===== config.mk =====
export PLATFORM = sky130hd
export DESIGN_NAME = pll_lock_supervisor_flat
export DESIGN_NICKNAME = d
export VERILOG_FILES = /design/src/rtl/pll_lock_supervisor_if.sv /design/src/rtl/pll_lock_supervisor.sv /design/src/flat_wrapper.sv
export SDC_FILE = /design/constraint.sdc
export NUM_CORES = 1
export LEC_CHECK = 0
export CAP_MARGIN = 40
export CORE_MARGIN = 5
export CORE_UTILIZATION = 45
export DETAILED_ROUTE_END_ITERATION = 8
export GPL_TIMING_DRIVEN = 0
export PLACE_DENSITY = 0.67
export SLEW_MARGIN = 25
export SYNTH_ARGS = -nofsm -noshare
export SYNTH_HDL_FRONTEND = slang
export SYNTH_SLANG_ARGS = --single-unit

===== constraint.sdc =====
create_clock -name clkin -period 2.3 [get_ports clkin]
set_clock_uncertainty 0.05 [all_clocks]
set_input_delay 0.23 -clock clkin [delete_from_list [all_inputs] [get_ports clkin]]
set_output_delay 0.23 -clock clkin [all_outputs]
set_load 0.05 [all_outputs]

===== src/rtl/pll_lock_supervisor_if.sv =====
// PLL control/status bundle between the lock supervisor (master) and the PLL/system side (slave).
// Combinational wiring only; the bundle has no flow control.
interface pll_lock_supervisor_if;
  logic       pll_lock;
  logic       pll_reset;
  logic       sys_reset;
  logic       locked;
  logic       fault;
  logic [7:0] retry_count;
  logic [7:0] lol_count;

  modport master (
    input  pll_lock,
    output pll_reset, sys_reset, locked, fault, retry_count, lol_count
  );

  modport slave (
    output pll_lock,
    input  pll_reset, sys_reset, locked, fault, retry_count, lol_count
  );
endinterface


===== src/rtl/pll_lock_supervisor.sv =====
// Sequences PLL reset and system-reset release from the reference clock, with timeout retries and loss-of-lock recovery.
// Outputs are decoded from registered state; lock reaches the FSM 2 cycles after pll_lock; there is no backpressure.
module pll_lock_supervisor #(
  parameter int unsigned PLL_RST_CYCLES      = 16,
  parameter int unsigned LOCK_TIMEOUT_CYCLES = 65536,
  parameter int unsigned LOCK_STABLE_CYCLES  = 1024,
  parameter int unsigned SYS_RST_CYCLES      = 256,
  parameter int unsigned MAX_RETRIES         = 3
) (
  input  logic                          clkin,
  input  logic                          reset,
  pll_lock_supervisor_if.master         bus
);

  localparam int unsigned MAX_AB  = (PLL_RST_CYCLES > LOCK_TIMEOUT_CYCLES) ? PLL_RST_CYCLES : LOCK_TIMEOUT_CYCLES;
  localparam int unsigned MAX_CD  = (LOCK_STABLE_CYCLES > SYS_RST_CYCLES) ? LOCK_STABLE_CYCLES : SYS_RST_CYCLES;
  localparam int unsigned MAX_CYC = (MAX_AB > MAX_CD) ? MAX_AB : MAX_CD;
  localparam int unsigned CNT_W   = $clog2(MAX_CYC + 1);

  localparam logic [CNT_W-1:0] PLL_T  = CNT_W'(PLL_RST_CYCLES - 1);
  localparam logic [CNT_W-1:0] TO_T   = CNT_W'(LOCK_TIMEOUT_CYCLES - 1);
  localparam logic [CNT_W-1:0] STAB_T = CNT_W'(LOCK_STABLE_CYCLES - 1);
  localparam logic [CNT_W-1:0] SYSR_T = CNT_W'(SYS_RST_CYCLES - 1);
  localparam logic [7:0]       RETRY_MAX = 8'(MAX_RETRIES);

  typedef enum logic [2:0] {
    S_PLL_RST,
    S_WAIT_LOCK,
    S_STABLE,
    S_SYS_RST,
    S_RUN,
    S_FAULT
  } state_t;

  state_t           state;
  state_t           state_nx;
  logic [CNT_W-1:0] cnt;
  logic             lock_meta;
  logic             lock_s;
  logic [7:0]       retry_count;
  logic [7:0]       lol_count;
  logic             retry_inc;
  logic             lol_inc;

  always_ff @(posedge clkin) begin
    if (reset) begin
      state       <= S_PLL_RST;
      cnt         <= '0;
      lock_meta   <= 1'b0;
      lock_s      <= 1'b0;
      retry_count <= 8'd0;
      lol_count   <= 8'd0;
    end else begin
      // pll_lock is asynchronous to clkin
      lock_meta <= bus.pll_lock;
      lock_s    <= lock_meta;
      state     <= state_nx;
      if (state_nx != state) begin
        cnt <= '0;
      end else if (state != S_RUN && state != S_FAULT) begin
        cnt <= cnt + CNT_W'(1);
      end
      if (retry_inc) begin
        retry_count <= retry_count + 8'd1;
      end
      if (lol_inc && lol_count != 8'hFF) begin
        lol_count <= lol_count + 8'd1;
      end
    end
  end

  // A lock drop takes priority over any terminal count in the same cycle.
  always_comb begin
    state_nx  = state;
    retry_inc = 1'b0;
    lol_inc   = 1'b0;
    case (state)
      S_PLL_RST: begin
        if (cnt == PLL_T) state_nx = S_WAIT_LOCK;
      end
      S_WAIT_LOCK: begin
        if (lock_s) begin
          state_nx = S_STABLE;
        end else if (cnt == TO_T) begin
          if (retry_count == RETRY_MAX) begin
            state_nx = S_FAULT;
          end else begin
            state_nx  = S_PLL_RST;
            retry_inc = 1'b1;
          end
        end
      end
      S_STABLE: begin
        if (!lock_s) begin
          state_nx = S_WAIT_LOCK;
        end else if (cnt == STAB_T) begin
          state_nx = S_SYS_RST;
        end
      end
      S_SYS_RST: begin
        if (!lock_s) begin
          state_nx = S_PLL_RST;
          lol_inc  = 1'b1;
        end else if (cnt == SYSR_T) begin
          state_nx = S_RUN;
        end
      end
      S_RUN: begin
        if (!lock_s) begin
          state_nx = S_PLL_RST;
          lol_inc  = 1'b1;
        end
      end
      S_FAULT: begin
        state_nx = S_FAULT;
      end
      default: begin
        state_nx = S_PLL_RST;
      end
    endcase
  end

  assign bus.pll_reset   = (state == S_PLL_RST) || (state == S_FAULT);
  assign bus.sys_reset   = (state != S_RUN);
  assign bus.locked      = (state == S_RUN);
  assign bus.fault       = (state == S_FAULT);
  assign bus.retry_count = retry_count;
  assign bus.lol_count   = lol_count;

endmodule

===== src/flat_wrapper.sv =====
// flat-port wrapper written by rule: the top's interface ports become plain ports
module pll_lock_supervisor_flat 
#(
  parameter int unsigned PLL_RST_CYCLES      = 16,
  parameter int unsigned LOCK_TIMEOUT_CYCLES = 65536,
  parameter int unsigned LOCK_STABLE_CYCLES  = 1024,
  parameter int unsigned SYS_RST_CYCLES      = 256,
  parameter int unsigned MAX_RETRIES         = 3
)
  (clkin, reset, bus_pll_lock, bus_pll_reset, bus_sys_reset, bus_locked, bus_fault, bus_retry_count, bus_lol_count);
  pll_lock_supervisor_if bus_i ();
  input  logic clkin;
  input  logic reset;
  input wire logic [$bits(bus_i.pll_lock)-1:0] bus_pll_lock;
  output wire logic [$bits(bus_i.pll_reset)-1:0] bus_pll_reset;
  output wire logic [$bits(bus_i.sys_reset)-1:0] bus_sys_reset;
  output wire logic [$bits(bus_i.locked)-1:0] bus_locked;
  output wire logic [$bits(bus_i.fault)-1:0] bus_fault;
  output wire logic [$bits(bus_i.retry_count)-1:0] bus_retry_count;
  output wire logic [$bits(bus_i.lol_count)-1:0] bus_lol_count;
  assign bus_i.pll_lock = bus_pll_lock;
  assign bus_pll_reset = bus_i.pll_reset;
  assign bus_sys_reset = bus_i.sys_reset;
  assign bus_locked = bus_i.locked;
  assign bus_fault = bus_i.fault;
  assign bus_retry_count = bus_i.retry_count;
  assign bus_lol_count = bus_i.lol_count;
  pll_lock_supervisor #(.PLL_RST_CYCLES(PLL_RST_CYCLES), .LOCK_TIMEOUT_CYCLES(LOCK_TIMEOUT_CYCLES), .LOCK_STABLE_CYCLES(LOCK_STABLE_CYCLES), .SYS_RST_CYCLES(SYS_RST_CYCLES), .MAX_RETRIES(MAX_RETRIES)) u_core (.clkin(clkin), .reset(reset), .bus(bus_i));
endmodule

==> reports/results.txt <==
layout cells sized above 1 -> 27.2%
CTS tree -> yes
Vias per Instance -> 5.48
deepest clock path buffer count -> 2
status -> finished, final reports clean
Switching Fraction -> 22.5%
mapped cell area -> 0.00209 mm2
Post-synth ARST share -> 0%
FF+latch count, synth -> 38
Initial Util -> 47.3%
nets -> 282
Int Power -> 0.930 mW
Flop pwr share -> 55.5%
DRC -> 0
WL/cell -> 14.9 um
syn avg cell area -> 8.92 um2
Die X -> 78.1 um
RSZ-0062 raised after global routing -> yes
post-route worst setup slack -> 0.0423 ns
Hold Worst Slack -> 0.395 ns
antenna cells -> 0
startpoint types -> flop
ys flop type -> dfxtp_1
most common cell after layout, fill and taps aside -> nor2_1
CTS clk-pin slew, worst paths -> 0.08 ns
required time of the worst setup path -> 2.46 ns
DR pass1 iterations -> 4
gp weighted congestion -> 0.837
cts bufs inserted -> 5
Core Rows -> 24
part of the Yosys area used for sequential elements -> 36.4%
Synth warnings -> 0
max-cap violations -> 0
Overflow after GRT -> 0
Hold-fix buffers, CTS -> 0
number of synthesized flops with an enable pin -> 0
Setup WS pre-CTS -> -0.353 ns
Max-slew headroom -> 66.0%
die height -> 78.1 um
largest vdd supply drop -> 394 uV
# port buffers -> 22
Mapped Nets -> 241
die area -> 0.00610 mm2
IO Pins -> 23
drt first-iter violations -> 77
first-pass GRT wire length -> 8690 um
crit-path max FO -> 6
kind of critical path -> reg2reg
GRT Total Usage -> 17.4%
Root Driver -> clkbuf_8
most frequent cells in the layout -> nor2_1 (28), dfxtp_1 (27), xor2_1 (20), clkdlybuf4s50_1 (18), nand2_1 (17)
Slew @ Worst Pin -> 0.509 ns
dpl cell area -> 0.00245 mm2
Clk Latency, worst-skew pair -> 0.29 ns
number of distinct library cells after synthesis -> 44
crit path DAT -> 2.42 ns
placed wire-length estimate -> 3210 um
power share of the clock group -> 39.9%
fin crit share -> 98.2%
Placed Cells -> 308
CTS H-tree depth -> 2
pwr dens -> 431 mW/mm2
Fin. Hold Viols -> 0
largest net degree at the start of global routing -> 12
Final Instance Area -> 0.00278 mm2
total power -> 1.20 mW
Final Max Tran Viols -> 0
Antenna Violating Nets Remaining -> 0
# setup viols final -> 0
initial antenna violation count -> 0
type of the tightest min-delay check -> reg2reg
TritonCTS Sinks -> 38
Final Non-Filler Cells -> 328
fin crit period -> 2.26 ns
P_sw -> 0.270 mW
area delta synth->final -> 33.3%
CP Capture Type -> flop
fmax -> 0.443 GHz
core area -> 0.00441 mm2
Mapped Cells -> 234
vias in the first global route -> 1819
part of the power in combinational logic -> 4.7%
total wire length -> 4900 um
Leakage -> 0.964 nW
via count -> 1798
==> final timing paths <==
check	from	endpoint	slack [ns]	depth (start not counted)
worst max-delay path	u_core.cnt[0]	u_core.cnt[13]	0.04	7
worst min register to register	u_core.lock_meta	u_core.lock_s	0.39	1
worst min-delay path	u_core.lock_meta	u_core.lock_s	0.39	1
worst max register to register	u_core.cnt[0]	u_core.cnt[13]	0.04	7
==> power by group through the flow <==
stage                     clock [mW]  sequential [mW]  combinational, mW
after detailed placement           0            0.684             0.0387
after global placement             0            0.684             0.0378
after CTS                      0.488            0.668             0.0577
after floorplan                    0            0.683             0.0280
final                          0.478            0.666             0.0559
after global routing           0.517            0.666             0.0619
==> metal layers <==
layer / share of wire (%) / global-route usage [%] / vias up
li1: - / - / 912
met1: 46 / 21.9 / 846
met2: 48 / 28.0 / 29
met3: 4.0 / 5.03 / 11
met4: 2.3 / 6.76 / 0
met5: 0 / 0 / -
==> sequential cells by signal, indices dropped and copies added, names as in the netlist <==
signal / flops
u_core.state: 3
u_core.lock_meta: 1
u_core.bus.lol_count: 8
u_core.bus.retry_count: 8
u_core.cnt: 17
u_core.lock_s: 1
==> cell type report <==
class,count,area [um2]
clock buffer,7,86.3
multi-input combinational,175,1380
clock inverter,1,5.00
tap,52,65.1
timing repair buffer,37,359
sequential,38,782
inverter,7,26.3
buffer,11,81.3
fill,365,1630
==> per-stage QoR <==
step	setup TNS [ns]	util (%)
global placement	-3.94	55.5
floorplan	-0.00345	-
global route	-1.06	63.0
finish	0	63.0
CTS	0	62.0
detailed placement	-4.69	55.5
==> cell families (layout without fill, tap and decap cells) <==
family,Yosys count,after routing,synth area share [%]
xor gates and xnor gates,30,30,12.6
AOI/OAI and AO/OA,35,35,15.5
DFF,38,38,36.4
and+or+nand+nor,105,105,27.3
muxes,1,1,0.479
buffers and inverters,21,63,5.33
adders and majority gates,4,4,2.40
==> cell usage after synthesis (2+ instances only) <==
cell type / count / area (um2)
and2_1: 3 / 18.8
nand4_1: 12 / 75.1
nor2b_1: 5 / 31.3
xnor2_1: 10 / 87.6
o21ai_0: 2 / 10.0
clkbuf_1: 6 / 22.5
and3_1: 8 / 50.1
dfxtp_1: 38 / 761
and4_1: 4 / 35.0
buf_2: 3 / 15.0
a21oi_1: 3 / 15.0
a211oi_1: 7 / 52.6
nand3_1: 9 / 45.0
nand2b_1: 3 / 18.8
a221oi_2: 2 / 30.0
a211oi_2: 10 / 125
inv_1: 7 / 26.3
a31oi_1: 4 / 25.0
ha_1: 4 / 50.1
nand2_1: 18 / 67.6
nor3_1: 7 / 35.0
xor2_1: 20 / 175
nor2_1: 28 / 105
==> critical path: stages (launching register included) <==
cell      delay, ns
dfxtp_2        0.34
ha_4           0.15
and3_4         0.20
and4_1         0.21
a211o_1        0.26
or4_4          0.60
buf_6          0.18
a211oi_2       0.17
==> what timing repair did <==
item	in CTS	in global routing
pin swaps	5	4
buffers inserted	10	4
gates cloned	2	0
resized for setup	30	12
setup endpoints to repair	21	30
Power figures use the tool's default switching activity.
